<file path="config.mk">
export PLATFORM = sky130hd
export DESIGN_NAME = queue_reader_flat
export DESIGN_NICKNAME = d
export VERILOG_FILES = /design/src/rtl/queue_pkg.sv /design/src/rtl/queue_reader_if.sv /design/src/rtl/queue_prefetch_buf.sv /design/src/rtl/queue_reader.sv /design/src/flat_wrapper.sv
export SDC_FILE = /design/constraint.sdc
export NUM_CORES = 1
export LEC_CHECK = 0
export ABC_AREA = 1
export CELL_PAD_IN_SITES_DETAIL_PLACEMENT = 1
export CELL_PAD_IN_SITES_GLOBAL_PLACEMENT = 1
export CORE_UTILIZATION = 43
export CTS_BUF_LIST = sky130_fd_sc_hd__clkbuf_16
export CTS_CLUSTER_SIZE = 12
export DETAILED_ROUTE_END_ITERATION = 8
export GPL_ROUTABILITY_DRIVEN = 0
export PLACE_DENSITY_LB_ADDON = 0.05
export SYNTH_ARGS = -nofsm -noshare
export SYNTH_HDL_FRONTEND = slang
export SYNTH_HIERARCHICAL = 1
export SYNTH_SLANG_ARGS = --single-unit
export TNS_END_PERCENT = 10
</file>
<file path="constraint.sdc">
create_clock -name clk -period 3.5 [get_ports clk]
set_clock_uncertainty 0.1 [all_clocks]
set_input_delay 0.525 -clock clk [delete_from_list [all_inputs] [get_ports clk]]
set_output_delay 0.525 -clock clk [all_outputs]
set_load 0.02 [all_outputs]
</file>
<file path="src/rtl/queue_pkg.sv">
// Shared constants for the queue consumer: data width, CPU load address map,
// STATUS bit positions and the fetch FSM encoding.
package queue_pkg;

  localparam int DATA_W = 32;

  typedef enum logic [1:0] {
    ADDR_DATA   = 2'd0,
    ADDR_STATUS = 2'd1,
    ADDR_COUNT  = 2'd2,
    ADDR_CLRERR = 2'd3
  } cpu_addr_e;

  localparam int ST_Q_EMPTY   = 0;
  localparam int ST_BUF_EMPTY = 1;
  localparam int ST_BUF_FULL  = 2;
  localparam int ST_BUSY      = 3;

  typedef enum logic [1:0] {
    FS_IDLE    = 2'd0,
    FS_WAIT    = 2'd1,
    FS_CAPTURE = 2'd2
  } fetch_state_e;

endpackage

</file>
<file path="src/rtl/queue_reader_if.sv">
// CPU data-memory load port of the queue reader; the CPU is the master.
interface queue_reader_if;
  import queue_pkg::*;

  logic              req;
  logic [1:0]        addr;
  logic              ack;
  logic [DATA_W-1:0] rdata;
  logic              stall;

  modport master (output req, addr, input ack, rdata, stall);
  modport slave  (input req, addr, output ack, rdata, stall);
endinterface

</file>
<file path="src/rtl/queue_prefetch_buf.sv">
// Small power-of-2 FIFO holding prefetched queue words; a write and a read in
// the same cycle leave the count unchanged and keep order.
module queue_prefetch_buf #(
  parameter  int DEPTH = 2,
  parameter  int W     = 32,
  localparam int PTR_W = $clog2(DEPTH),
  localparam int CNT_W = $clog2(DEPTH + 1)
) (
  input  logic             clk,
  input  logic             rst,
  input  logic             wr_en_i,
  input  logic [W-1:0]     wr_data_i,
  input  logic             rd_en_i,
  output logic [W-1:0]     rd_data_o,
  output logic [CNT_W-1:0] count_o,
  output logic             full_o,
  output logic             empty_o
);

  logic [W-1:0]     mem_q [DEPTH];
  logic [PTR_W-1:0] wr_ptr_q, rd_ptr_q;
  logic [CNT_W-1:0] count_q;
  logic             wr_s, rd_s;

  assign full_o    = (count_q == CNT_W'(DEPTH));
  assign empty_o   = (count_q == '0);
  assign count_o   = count_q;
  assign rd_data_o = mem_q[rd_ptr_q];
  assign rd_s      = rd_en_i && !empty_o;
  assign wr_s      = wr_en_i && (!full_o || rd_s);

  // Pointers wrap naturally because DEPTH is a power of 2.
  always_ff @(posedge clk or posedge rst) begin
    if (rst) begin
      for (int i = 0; i < DEPTH; i++) begin
        mem_q[i] <= '0;
      end
      wr_ptr_q <= '0;
      rd_ptr_q <= '0;
      count_q  <= '0;
    end else begin
      if (wr_s) begin
        mem_q[wr_ptr_q] <= wr_data_i;
        wr_ptr_q        <= wr_ptr_q + PTR_W'(1);
      end
      if (rd_s) begin
        rd_ptr_q <= rd_ptr_q + PTR_W'(1);
      end
      case ({wr_s, rd_s})
        2'b10:   count_q <= count_q + CNT_W'(1);
        2'b01:   count_q <= count_q - CNT_W'(1);
        default: count_q <= count_q;
      endcase
    end
  end

endmodule

</file>
<file path="src/rtl/queue_reader.sv">
// Consumer end of the push/pop queue: prefetches words with single outstanding
// pops and serves CPU loads of DATA/STATUS/COUNT/CLRERR with registered responses.
module queue_reader
  import queue_pkg::*;
#(
  parameter int PF_DEPTH = 2,
  parameter int READ_LAT = 1,
  parameter bit BLOCKING = 1'b1,
  parameter int CNT_W    = 16
) (
  input  logic              clk,
  input  logic              rst,
  input  logic              q_empty_i,
  output logic              q_pop_o,
  input  logic [DATA_W-1:0] q_rdata_i,
  queue_reader_if.slave     cpu_bus,
  output logic              underflow_err_o,
  output logic [CNT_W-1:0]  words_read_o
);

  localparam int CNT_BW = $clog2(PF_DEPTH + 1);
  localparam int LAT_W  = (READ_LAT > 1) ? $clog2(READ_LAT) : 1;

  fetch_state_e      state_q;
  logic [LAT_W-1:0]  lat_q;
  logic              pop_q;
  logic [CNT_BW-1:0] buf_count_s;
  logic              buf_full_s, buf_empty_s, buf_wr_s, buf_rd_s;
  logic [DATA_W-1:0] buf_head_s, status_s;
  logic              pend_q, pend_d, ack_q, ack_d, stall_q, stall_d, err_q, err_d;
  logic [DATA_W-1:0] rdata_q, rdata_d;
  logic [CNT_W-1:0]  cnt_q, cnt_d;
  logic              accept_s;

  queue_prefetch_buf #(.DEPTH(PF_DEPTH), .W(DATA_W)) u_buf (
    .clk       (clk),
    .rst       (rst),
    .wr_en_i   (buf_wr_s),
    .wr_data_i (q_rdata_i),
    .rd_en_i   (buf_rd_s),
    .rd_data_o (buf_head_s),
    .count_o   (buf_count_s),
    .full_o    (buf_full_s),
    .empty_o   (buf_empty_s)
  );

  assign buf_wr_s = (state_q == FS_CAPTURE);

  // Fetch FSM: one pop in flight at most, captured READ_LAT cycles after the pulse.
  always_ff @(posedge clk or posedge rst) begin
    if (rst) begin
      state_q <= FS_IDLE;
      lat_q   <= '0;
      pop_q   <= 1'b0;
    end else begin
      pop_q <= 1'b0;
      case (state_q)
        FS_IDLE: begin
          if (!q_empty_i && (buf_count_s < CNT_BW'(PF_DEPTH))) begin
            pop_q   <= 1'b1;
            lat_q   <= '0;
            state_q <= FS_WAIT;
          end
        end
        FS_WAIT: begin
          if (lat_q == LAT_W'(READ_LAT - 1)) begin
            state_q <= FS_CAPTURE;
          end else begin
            lat_q <= lat_q + LAT_W'(1);
          end
        end
        FS_CAPTURE: state_q <= FS_IDLE;
        default:    state_q <= FS_IDLE;
      endcase
    end
  end

  always_comb begin
    status_s               = '0;
    status_s[ST_Q_EMPTY]   = q_empty_i;
    status_s[ST_BUF_EMPTY] = buf_empty_s;
    status_s[ST_BUF_FULL]  = buf_full_s;
    status_s[ST_BUSY]      = (state_q != FS_IDLE);
  end

  assign accept_s = cpu_bus.req && !stall_q && !ack_q;

  // A stalled DATA load is served from the buffer head as soon as a word lands there.
  always_comb begin
    pend_d   = pend_q;
    stall_d  = stall_q;
    ack_d    = 1'b0;
    rdata_d  = '0;
    err_d    = err_q;
    cnt_d    = cnt_q;
    buf_rd_s = 1'b0;
    if (pend_q) begin
      if (!buf_empty_s) begin
        ack_d    = 1'b1;
        rdata_d  = buf_head_s;
        buf_rd_s = 1'b1;
        cnt_d    = cnt_q + CNT_W'(1);
        pend_d   = 1'b0;
        stall_d  = 1'b0;
      end else begin
        pend_d = 1'b1;
      end
    end else if (accept_s) begin
      case (cpu_addr_e'(cpu_bus.addr))
        ADDR_DATA: begin
          if (!buf_empty_s) begin
            ack_d    = 1'b1;
            rdata_d  = buf_head_s;
            buf_rd_s = 1'b1;
            cnt_d    = cnt_q + CNT_W'(1);
          end else if ((state_q != FS_IDLE) || !q_empty_i || BLOCKING) begin
            pend_d  = 1'b1;
            stall_d = 1'b1;
          end else begin
            ack_d = 1'b1;
            err_d = 1'b1;
          end
        end
        ADDR_STATUS: begin
          ack_d   = 1'b1;
          rdata_d = status_s;
        end
        ADDR_COUNT: begin
          ack_d   = 1'b1;
          rdata_d = DATA_W'(cnt_q);
        end
        ADDR_CLRERR: begin
          ack_d = 1'b1;
          err_d = 1'b0;
        end
        default: ack_d = 1'b0;
      endcase
    end else begin
      ack_d = 1'b0;
    end
  end

  always_ff @(posedge clk or posedge rst) begin
    if (rst) begin
      pend_q  <= 1'b0;
      stall_q <= 1'b0;
      ack_q   <= 1'b0;
      rdata_q <= '0;
      err_q   <= 1'b0;
      cnt_q   <= '0;
    end else begin
      pend_q  <= pend_d;
      stall_q <= stall_d;
      ack_q   <= ack_d;
      rdata_q <= rdata_d;
      err_q   <= err_d;
      cnt_q   <= cnt_d;
    end
  end

  assign q_pop_o         = pop_q;
  assign cpu_bus.ack     = ack_q;
  assign cpu_bus.rdata   = rdata_q;
  assign cpu_bus.stall   = stall_q;
  assign underflow_err_o = err_q;
  assign words_read_o    = cnt_q;

endmodule

</file>
<file path="src/flat_wrapper.sv">
// flat-port wrapper written by rule: the top's interface ports become plain ports
module queue_reader_flat import queue_pkg::*;
#(
  parameter int PF_DEPTH = 2,
  parameter int READ_LAT = 1,
  parameter bit BLOCKING = 1'b1,
  parameter int CNT_W    = 16
)
  (clk, rst, q_empty_i, q_pop_o, q_rdata_i, underflow_err_o, words_read_o, cpu_bus_req, cpu_bus_addr, cpu_bus_ack, cpu_bus_rdata, cpu_bus_stall);
  queue_reader_if cpu_bus_i ();
  input  logic clk;
  input  logic rst;
  input  logic q_empty_i;
  output logic q_pop_o;
  input  logic [DATA_W-1:0] q_rdata_i;
  output logic underflow_err_o;
  output logic [CNT_W-1:0] words_read_o;
  input wire logic [$bits(cpu_bus_i.req)-1:0] cpu_bus_req;
  input wire logic [$bits(cpu_bus_i.addr)-1:0] cpu_bus_addr;
  output wire logic [$bits(cpu_bus_i.ack)-1:0] cpu_bus_ack;
  output wire logic [$bits(cpu_bus_i.rdata)-1:0] cpu_bus_rdata;
  output wire logic [$bits(cpu_bus_i.stall)-1:0] cpu_bus_stall;
  assign cpu_bus_i.req = cpu_bus_req;
  assign cpu_bus_i.addr = cpu_bus_addr;
  assign cpu_bus_ack = cpu_bus_i.ack;
  assign cpu_bus_rdata = cpu_bus_i.rdata;
  assign cpu_bus_stall = cpu_bus_i.stall;
  queue_reader #(.PF_DEPTH(PF_DEPTH), .READ_LAT(READ_LAT), .BLOCKING(BLOCKING), .CNT_W(CNT_W)) u_core (.clk(clk), .rst(rst), .q_empty_i(q_empty_i), .q_pop_o(q_pop_o), .q_rdata_i(q_rdata_i), .cpu_bus(cpu_bus_i), .underflow_err_o(underflow_err_o), .words_read_o(words_read_o));
endmodule
</file>
==> results of run 1 <==
per-stage QoR:
step | hold slack, ns | instance area [um^2] | power [mW]
after detailed placement | 0.3180 | 6444 | 1.535
after CTS | 0.3250 | 7074 | 3.427
after global routing | 0.3548 | 7074 | 3.503
final | 0.3206 | 7074 | 3.398
after global placement | 0.3103 | 6444 | 1.532
after floorplan | 0.3012 | 5451 | 1.466
synth_stat cells:
library cell,n,area [um^2]
sky130_fd_sc_hd__xnor2_1,1,8.760
sky130_fd_sc_hd__nor2_4,3,33.78
sky130_fd_sc_hd__nand2_4,1,11.26
sky130_fd_sc_hd__nand3_1,31,155.2
sky130_fd_sc_hd__clkbuf_1,12,45.04
sky130_fd_sc_hd__nand2_2,1,6.260
sky130_fd_sc_hd__buf_2,4,20.02
sky130_fd_sc_hd__buf_6,4,45.04
sky130_fd_sc_hd__nor2_2,3,18.77
sky130_fd_sc_hd__o31ai_1,1,7.510
sky130_fd_sc_hd__xor2_1,3,26.28
sky130_fd_sc_hd__nand3b_1,2,15.01
sky130_fd_sc_hd__a21oi_1,1,5.000
sky130_fd_sc_hd__o21ai_0,86,430.4
sky130_fd_sc_hd__buf_1,2,7.510
sky130_fd_sc_hd__o21a_1,1,7.510
sky130_fd_sc_hd__nand3_2,1,10.01
sky130_fd_sc_hd__nor2_8,1,20.02
sky130_fd_sc_hd__o21ai_1,29,145.1
sky130_fd_sc_hd__inv_2,3,11.26
sky130_fd_sc_hd__buf_4,8,60.06
sky130_fd_sc_hd__inv_1,79,296.5
sky130_fd_sc_hd__ha_1,1,12.51
sky130_fd_sc_hd__nand3b_4,1,20.02
sky130_fd_sc_hd__dfrtp_1,122,3053
sky130_fd_sc_hd__nor2_1,37,138.9
sky130_fd_sc_hd__o21ai_2,1,8.760
sky130_fd_sc_hd__nand2_1,218,818.3
sky130_fd_sc_hd__conb_1,1,3.750
sky130_fd_sc_hd__nor3_1,2,10.01
cell families after synthesis:
kind of cell	synth area share [%]
AND/OR/NAND/NOR	23.07
adder cells (fa/ha/maj)	0.2295
flip-flops	56.00
XOR/XNOR	0.6428
other	0.06879
buffers and inverters	8.905
AO/OA/AOI/OAI	11.09
sequential cells by signal, summed over array words and instances (netlist names):
signal                 cells
u_core/state_q             2
u_core/u_buf/count_o       2
u_core/u_buf/mem_q        64
u_core/u_buf/wr_ptr_q      1
u_core/u_buf/rd_ptr_q      1
u_core/q_pop_o             1
u_core/words_read_o       16
u_core/pend_q              1
u_core/cpu_bus.stall       1
u_core/cpu_bus.ack         1
u_core/cpu_bus.rdata      32
critical path, stage by stage (launching register included):
cell	delay, ns
sky130_fd_sc_hd__dfrtp_1	0.47
sky130_fd_sc_hd__inv_1	0.11
sky130_fd_sc_hd__nand2_1	0.13
sky130_fd_sc_hd__inv_1	0.10
sky130_fd_sc_hd__inv_2	0.15
sky130_fd_sc_hd__nand2_2	0.10
sky130_fd_sc_hd__nor2_4	0.12
sky130_fd_sc_hd__nand3b_4	0.15
sky130_fd_sc_hd__nand2_4	0.24
sky130_fd_sc_hd__nor2_4	0.34
sky130_fd_sc_hd__buf_4	0.36
sky130_fd_sc_hd__nand2_1	0.10
sky130_fd_sc_hd__nand2_1	0.09
routing by layer:
metal	up-vias	routed length [um]	GRT usage, %
met5	-	0	0
met4	0	188	7.965
met3	17	616	7.570
met2	91	7812	45.09
met1	2382	6625	31.33
li1	2220	-	-
worst max-delay path by stage:
stage                                          endpoint  depth (start not counted)                                 from  slack, ns
floorplan           u_core/u_buf/count_o[0]$_DFFE_PP0P_                          1                                  rst       1.16
global placement     u_core/u_buf/mem_q[12]$_DFFE_PP0P_                         10                      cpu_bus_addr[0]       0.66
detailed placement   u_core/u_buf/mem_q[57]$_DFFE_PP0P_                         10                      cpu_bus_addr[0]       0.57
CTS                  u_core/u_buf/mem_q[17]$_DFFE_PP0P_                         12  u_core/u_buf/count_o[1]$_DFFE_PP0P_       0.84
global route         u_core/u_buf/mem_q[17]$_DFFE_PP0P_                         12  u_core/u_buf/count_o[1]$_DFFE_PP0P_       0.64
finish               u_core/u_buf/mem_q[17]$_DFFE_PP0P_                         12  u_core/u_buf/count_o[1]$_DFFE_PP0P_       0.86
power groups by stage:
stage	sequential (mW)	clock (mW)	combinational, mW
global route	1.41	1.98	0.108
finish	1.41	1.89	0.0971
detailed placement	1.44	0	0.0984
global placement	1.44	0	0.0961
CTS	1.41	1.92	0.0998
floorplan	1.44	0	0.0301
area by class of cell:
class / instances / area share (%)
repair buffers: 95 / 13.55
flip-flops and latches: 122 / 43.17
clock buffers: 17 / 6.013
multi-input cells: 426 / 27.04
clock inverters: 15 / 2.901
well taps: 168 / 2.971
inverters: 82 / 4.351
==> impl_summary.log, run 1 <==
[metrics] result of the run: finished clean
[metrics] final net count: slightly below 800
[metrics] post-route setup TNS: 0 ns
[metrics] # DRC: 0
[metrics] path type of the worst min-delay path: reg2reg
[metrics] chip height: approximately 110 um
[metrics] worst voltage drop across the vdd grid: 0.3528 mV
[metrics] switching share of total power: between 20% and 30%
[metrics] FF-to-FF setup slack: between 0.8 and 0.9 ns
[metrics] post_cts resized: 0
[metrics] reg-to-reg startpoint: u_core/u_buf/count_o[1]$_DFFE_PP0P_
[metrics] diodes inserted: 0
[metrics] Worst Hold Depth: 1
[metrics] Crit Reg-Reg Endpoint: u_core/u_buf/mem_q[17]$_DFFE_PP0P_
[metrics] number of top-level pins: 90
[metrics] count of standard-cell rows: 40
[metrics] post-synth cell types: 30
[metrics] Post-Synthesis Cells: 660
[metrics] slew at the pin closest to its max-slew limit: between 1 and 1.5 ns
[metrics] data arrival time of the critical path: slightly below 3 ns
[metrics] number of detailed-route iterations in the first pass: 4
[metrics] quantity of hold-fixing buffers added after cts: 0
[metrics] post-DP HPWL: ~9.9 mm
[metrics] Worst Hold Path EP: u_core/state_q[1]$_DFFE_PP0P_
[metrics] number of slew-limit violations in the final report: 0
[metrics] area of the mapped netlist: between 5000 and 6000 um^2
[metrics] commonest non-fill, non-tap cells in the layout: sky130_fd_sc_hd__nand2_1, sky130_fd_sc_hd__dfrtp_1, sky130_fd_sc_hd__clkdlybuf4s50_1
[metrics] Area growth, synth to finish: 29.77%
[metrics] GRT Overall Usage: a little over a quarter
[metrics] total global routing overflow: 0
[metrics] worst rel slew slack: between 30% and 40%
[metrics] htree depth: 4
[metrics] share of post-route cells with drive strength above 1: slightly below 7%
[metrics] number of violations of the max-capacitance limit: 0
[metrics] slack of the critical path: about 0.86 ns
[metrics] final critical-path share of the clock period: between 70 and 80%
[metrics] via/cell ratio: slightly above 5
[metrics] number of design-rule violations left by the first detailed-router iteration: 258
[metrics] critical path endpoint category: register
[metrics] Yosys Warn Count: 6
[metrics] clock tree sinks: around 120
[metrics] data required time at the worst endpoint: roughly 3.8 ns
[metrics] synthesized area per cell: between 8 and 9 um^2
[metrics] overall die area: ~13000 um^2
[metrics] net switching power: between 0.6 and 0.7 mW
[metrics] number of fillers in the final layout: between 1k and 1.5k
[metrics] area occupied by multi-input gates: 1913 um^2
[metrics] largest driver fanout on the critical path: 34
[metrics] CTS tree: built
[metrics] pin count of the biggest net entering global routing: 55
[metrics] most common cell after layout, fill and taps aside: sky130_fd_sc_hd__nand2_1
[metrics] ratio of total power to cell area: just under 500 nW/um^2
[metrics] crit path kind: reg2reg
[metrics] worst min-delay path startpoint: u_core/state_q[1]$_DFFE_PP0P_
[metrics] antenna viol nets, final: 0
[metrics] vias after detailed routing: around 4.7k
[metrics] core occupancy in the finished layout: approximately 58%
[metrics] Critical Path Source Type: register
[metrics] fmax: around 380 MHz
[metrics] later-pin clock latency in the skew report: 0.42 ns
[metrics] fraction of the yosys area taken by sequential cells: a little under three fifths
[metrics] final wirelength: 15.24 mm
[metrics] Final min period: ~2.6 ns
[metrics] number of global-route vias before repair: 5125
[metrics] worst-case clock buffer depth: 2
[metrics] placed cell count: between 800 and 900
[metrics] register area: ~3100 um^2
[metrics] worst-case reg-to-reg path depth: 12
[metrics] quantity of I/O buffers inserted on ports: 88
[metrics] part of the power in the clock network: 55.6%
[metrics] static leakage power: ~3.5 nW
[metrics] master cell of the clock root buffer: sky130_fd_sc_hd__clkbuf_16
[metrics] placeable core area: 12160 um^2
[metrics] synthesis-stage register bit count: approximately 120
[metrics] Cell Count, Final, Fillers Out: ~930
[metrics] wire length of the first global-routing pass: between 20 and 30 mm
[metrics] register clock-pin slew on the reported worst setup and hold paths: around 0.05 ns
[metrics] sequential share of power: about two fifths
[metrics] Cell Int Power: around 2.7 mW
[metrics] Setup violations, final: 0
[metrics] combinational fraction of design power: slightly below 3%
[metrics] final hold vios: 0
[metrics] Setup Buffers After CTS: 0
[metrics] starting density of the core: around 45%
[metrics] pre-CTS setup slack: roughly 0.57 ns
[metrics] net count after synthesis: between 600 and 700
[metrics] average routed wire per standard cell: roughly 16 um
[metrics] die width: 114.6 um
[metrics] RSZ-0062 raised after global routing: no
[metrics] number of clock buffers inserted by TritonCTS: 17
[metrics] number of antenna violations at the first check in global routing: 0
Note: power is estimated with default switching activity, not from simulation.
==> run 2, diff against run 1 <==
--- a/config.mk
+++ b/config.mk
@@ -8,7 +8,7 @@
 export ABC_AREA = 1
 export CELL_PAD_IN_SITES_DETAIL_PLACEMENT = 1
 export CELL_PAD_IN_SITES_GLOBAL_PLACEMENT = 1
-export CORE_UTILIZATION = 43
+export CORE_UTILIZATION = 40
 export CTS_BUF_LIST = sky130_fd_sc_hd__clkbuf_16
 export CTS_CLUSTER_SIZE = 12
 export DETAILED_ROUTE_END_ITERATION = 8
==> constraint.sdc (replaced) <==
create_clock -name clk -period 2.48 [get_ports clk]
set_clock_uncertainty 0.1 [all_clocks]
set_input_delay 0.372 -clock clk [delete_from_list [all_inputs] [get_ports clk]]
set_output_delay 0.372 -clock clk [all_outputs]
set_load 0.02 [all_outputs]
==> run 2 against run 1 <==
Effect of this change: sequential power is 41% higher; total power up 30%; sequential share of layout area hardly changed; maximum frequency grew 16%; final area about the same; largest cell class unchanged; worst setup slack worse by 0.65 ns; critical path depth stayed put; clock power grew 21%.
==> impl_summary.log, run 2 (synthesized netlist as in run 1, its figures left out) <==
[metrics] diodes inserted: 0
[metrics] overall die area: 14100 um^2
[metrics] met1 usage: between 20 and 30%
[metrics] data required time at the worst endpoint: approximately 2.7 ns
[metrics] pre-CTS setup slack: ~0.10 ns
[metrics] met3 usage in global routing: between 4 and 5%
[metrics] master cell of the clock root buffer: sky130_fd_sc_hd__clkbuf_16
[metrics] chip height: 118.7 um
[metrics] post-DP HPWL: roughly 9.9 mm
[metrics] worst-case reg-to-reg path depth: 12
[metrics] CTS tree: built
[metrics] number of violations of the max-capacitance limit: 0
[metrics] wire length of the first global-routing pass: between 20 and 25 mm
[metrics] slew at the pin closest to its max-slew limit: about 0.73 ns
[metrics] worst voltage drop across the vdd grid: just under 0.5 mV
[metrics] Final min period: roughly 2.3 ns
[metrics] clock tree sinks: ~120
[metrics] flip-flop count of the largest register after layout: 64
[metrics] post-route setup TNS: 0 ns
[metrics] antenna viol nets, final: 0
[metrics] static leakage power: 3.558 nW
[metrics] vias after detailed routing: between 4k and 5k
[metrics] register ranked first by flip-flop count: u_core/u_buf/mem_q
[metrics] final hold vios: 0
[metrics] worst-case clock buffer depth: 2
[metrics] later-pin clock latency in the skew report: slightly above 0.4 ns
[metrics] net switching power: ~0.9 mW
[metrics] pin count of the biggest net entering global routing: 65
[metrics] met2 track utilization from global routing: roughly two fifths
[metrics] quantity of hold-fixing buffers added after cts: 0
[metrics] number of design-rule violations left by the first detailed-router iteration: about 240
[metrics] sequential share of power: a little under half
[metrics] Setup Buffers After CTS: 0
[metrics] number of fillers in the final layout: around 1.6k
[metrics] total global routing overflow: 0
[metrics] number of top-level pins: 90
[metrics] number of antenna violations at the first check in global routing: 0
[metrics] htree depth: 4
[metrics] GRT Overall Usage: around 22%
[metrics] critical path endpoint category: register
[metrics] final wirelength: approximately 14 mm
[metrics] post_cts resized: 0
[metrics] RSZ-0062 raised after global routing: no
[metrics] result of the run: finished clean
[metrics] final net count: about 800
[metrics] Crit Reg-Reg Endpoint: u_core/u_buf/mem_q[54]$_DFFE_PP0P_
[metrics] slack of the critical path: 0.2163 ns
[metrics] count of standard-cell rows: 42
[metrics] data arrival time of the critical path: 2.49 ns
[metrics] crit path kind: reg2reg
[metrics] starting density of the core: roughly two fifths
[metrics] Area growth, synth to finish: 29.88%
[metrics] part of the power in the clock network: 51.8%
[metrics] number of slew-limit violations in the final report: 0
[metrics] most heavily used metal layer in global routing: met2
[metrics] number of clock buffers inserted by TritonCTS: 17
[metrics] number of global-route vias before repair: ~5.1k
[metrics] commonest non-fill, non-tap cells in the layout: sky130_fd_sc_hd__nand2_1, sky130_fd_sc_hd__dfrtp_1, sky130_fd_sc_hd__clkdlybuf4s50_1
[metrics] quantity of I/O buffers inserted on ports: 88
[metrics] switching share of total power: 20.96%
[metrics] reg-to-reg startpoint: u_core/u_buf/count_o[1]$_DFFE_PP0P_
[metrics] path type of the worst min-delay path: in2async
[metrics] fmax: approximately 440 MHz
[metrics] Critical Path Source Type: register
[metrics] FF-to-FF setup slack: roughly 0.22 ns
[metrics] Setup violations, final: 0
[metrics] number of detailed-route iterations in the first pass: 4
[metrics] register clock-pin slew on the reported worst setup and hold paths: around 0.06 ns
[metrics] placeable core area: approximately 13000 um^2
[metrics] Cell Int Power: approximately 3.5 mW
[metrics] ratio of total power to cell area: roughly 620 nW/um^2
[metrics] most common cell after layout, fill and taps aside: sky130_fd_sc_hd__nand2_1
[metrics] final critical-path share of the clock period: between 90% and 100%
[metrics] average routed wire per standard cell: roughly 15 um
[metrics] share of post-route cells with drive strength above 1: under 10%
[metrics] # DRC: 0
[metrics] die width: roughly 120 um
[metrics] largest driver fanout on the critical path: 64
[metrics] via/cell ratio: roughly 4.9
[metrics] worst rel slew slack: roughly half
[metrics] combinational fraction of design power: 3.1%
run 2: metrics by stage:
stage               instances  cell area [um^2]  util, %  total power, mW  hold slack (ns)
global placement          909              6539    49.38            2.166           0.3111
global route              940              7081    53.47            4.573           0.3106
detailed placement        909              6539    49.38            2.167           0.3293
floorplan                 660              5451        -            2.070           0.3012
finish                    940              7081    53.47            4.420           0.2517
CTS                       940              7081    53.47            4.475           0.2581
run 2: layout make-up:
type	count	area, um^2	area share, %
Tap cell	176	220.2	3.110
Multi-Input combinational cell	426	1913	27.02
Sequential cell	122	3054	43.13
Clock buffer	17	425.4	6.008
Timing Repair Buffer	103	1044	14.74
Inverter	82	307.8	4.347
Clock inverter	14	116.4	1.643
run 2: power by group through the flow:
stage	Clock [mW]	Combinational (mW)	Sequential, mW
after CTS	2.34	0.141	1.99
after global placement	0	0.139	2.03
after floorplan	0	0.0425	2.03
final	2.29	0.137	1.99
after global routing	2.43	0.152	1.99
after detailed placement	0	0.141	2.03
run 2: worst max-delay path by stage:
| stage | to | startpoint | cells after the start |
|---|---|---|---|
| after floorplan | u_core/u_buf/count_o[0]$_DFFE_PP0P_ | rst | 1 |
| after global placement | u_core/u_buf/mem_q[54]$_DFFE_PP0P_ | cpu_bus_addr[1] | 9 |
| after detailed placement | u_core/u_buf/mem_q[54]$_DFFE_PP0P_ | cpu_bus_addr[1] | 10 |
| after CTS | u_core/u_buf/mem_q[47]$_DFFE_PP0P_ | u_core/u_buf/count_o[1]$_DFFE_PP0P_ | 12 |
| after global routing | u_core/u_buf/mem_q[63]$_DFFE_PP0P_ | u_core/u_buf/count_o[1]$_DFFE_PP0P_ | 12 |
| final | u_core/u_buf/mem_q[54]$_DFFE_PP0P_ | u_core/u_buf/count_o[1]$_DFFE_PP0P_ | 12 |
run 2: worst max-delay path, cell delays in order, from the launching register on:
cell,delay (ns)
sky130_fd_sc_hd__dfrtp_1,0.46
sky130_fd_sc_hd__inv_1,0.12
sky130_fd_sc_hd__nand2_1,0.12
sky130_fd_sc_hd__inv_1,0.10
sky130_fd_sc_hd__inv_2,0.15
sky130_fd_sc_hd__nand2_2,0.09
sky130_fd_sc_hd__nor2_4,0.12
sky130_fd_sc_hd__nand3b_4,0.15
sky130_fd_sc_hd__nand2_4,0.13
sky130_fd_sc_hd__nor2_8,0.13
sky130_fd_sc_hd__buf_12,0.28
sky130_fd_sc_hd__nand2_1,0.10
sky130_fd_sc_hd__o21ai_0,0.10
run 2: metal layers:
layer	wire length, um	up-vias	share of wire (%)
met5	0	-	0
met4	252	0	1.8
met3	385	24	2.7
met2	7276	86	51
met1	6415	2294	45
li1	-	2229	-
==> run 3, diff against run 2 <==
--- a/config.mk
+++ b/config.mk
@@ -10,6 +10,7 @@
 export CELL_PAD_IN_SITES_GLOBAL_PLACEMENT = 1
 export CORE_UTILIZATION = 40
 export CTS_BUF_LIST = sky130_fd_sc_hd__clkbuf_16
+export CTS_CLUSTER_DIAMETER = 150
 export CTS_CLUSTER_SIZE = 12
 export DETAILED_ROUTE_END_ITERATION = 8
 export GPL_ROUTABILITY_DRIVEN = 0
==> results of run 3 <==
Same layout as run 2: the final DEF is identical, and so are final timing and power.
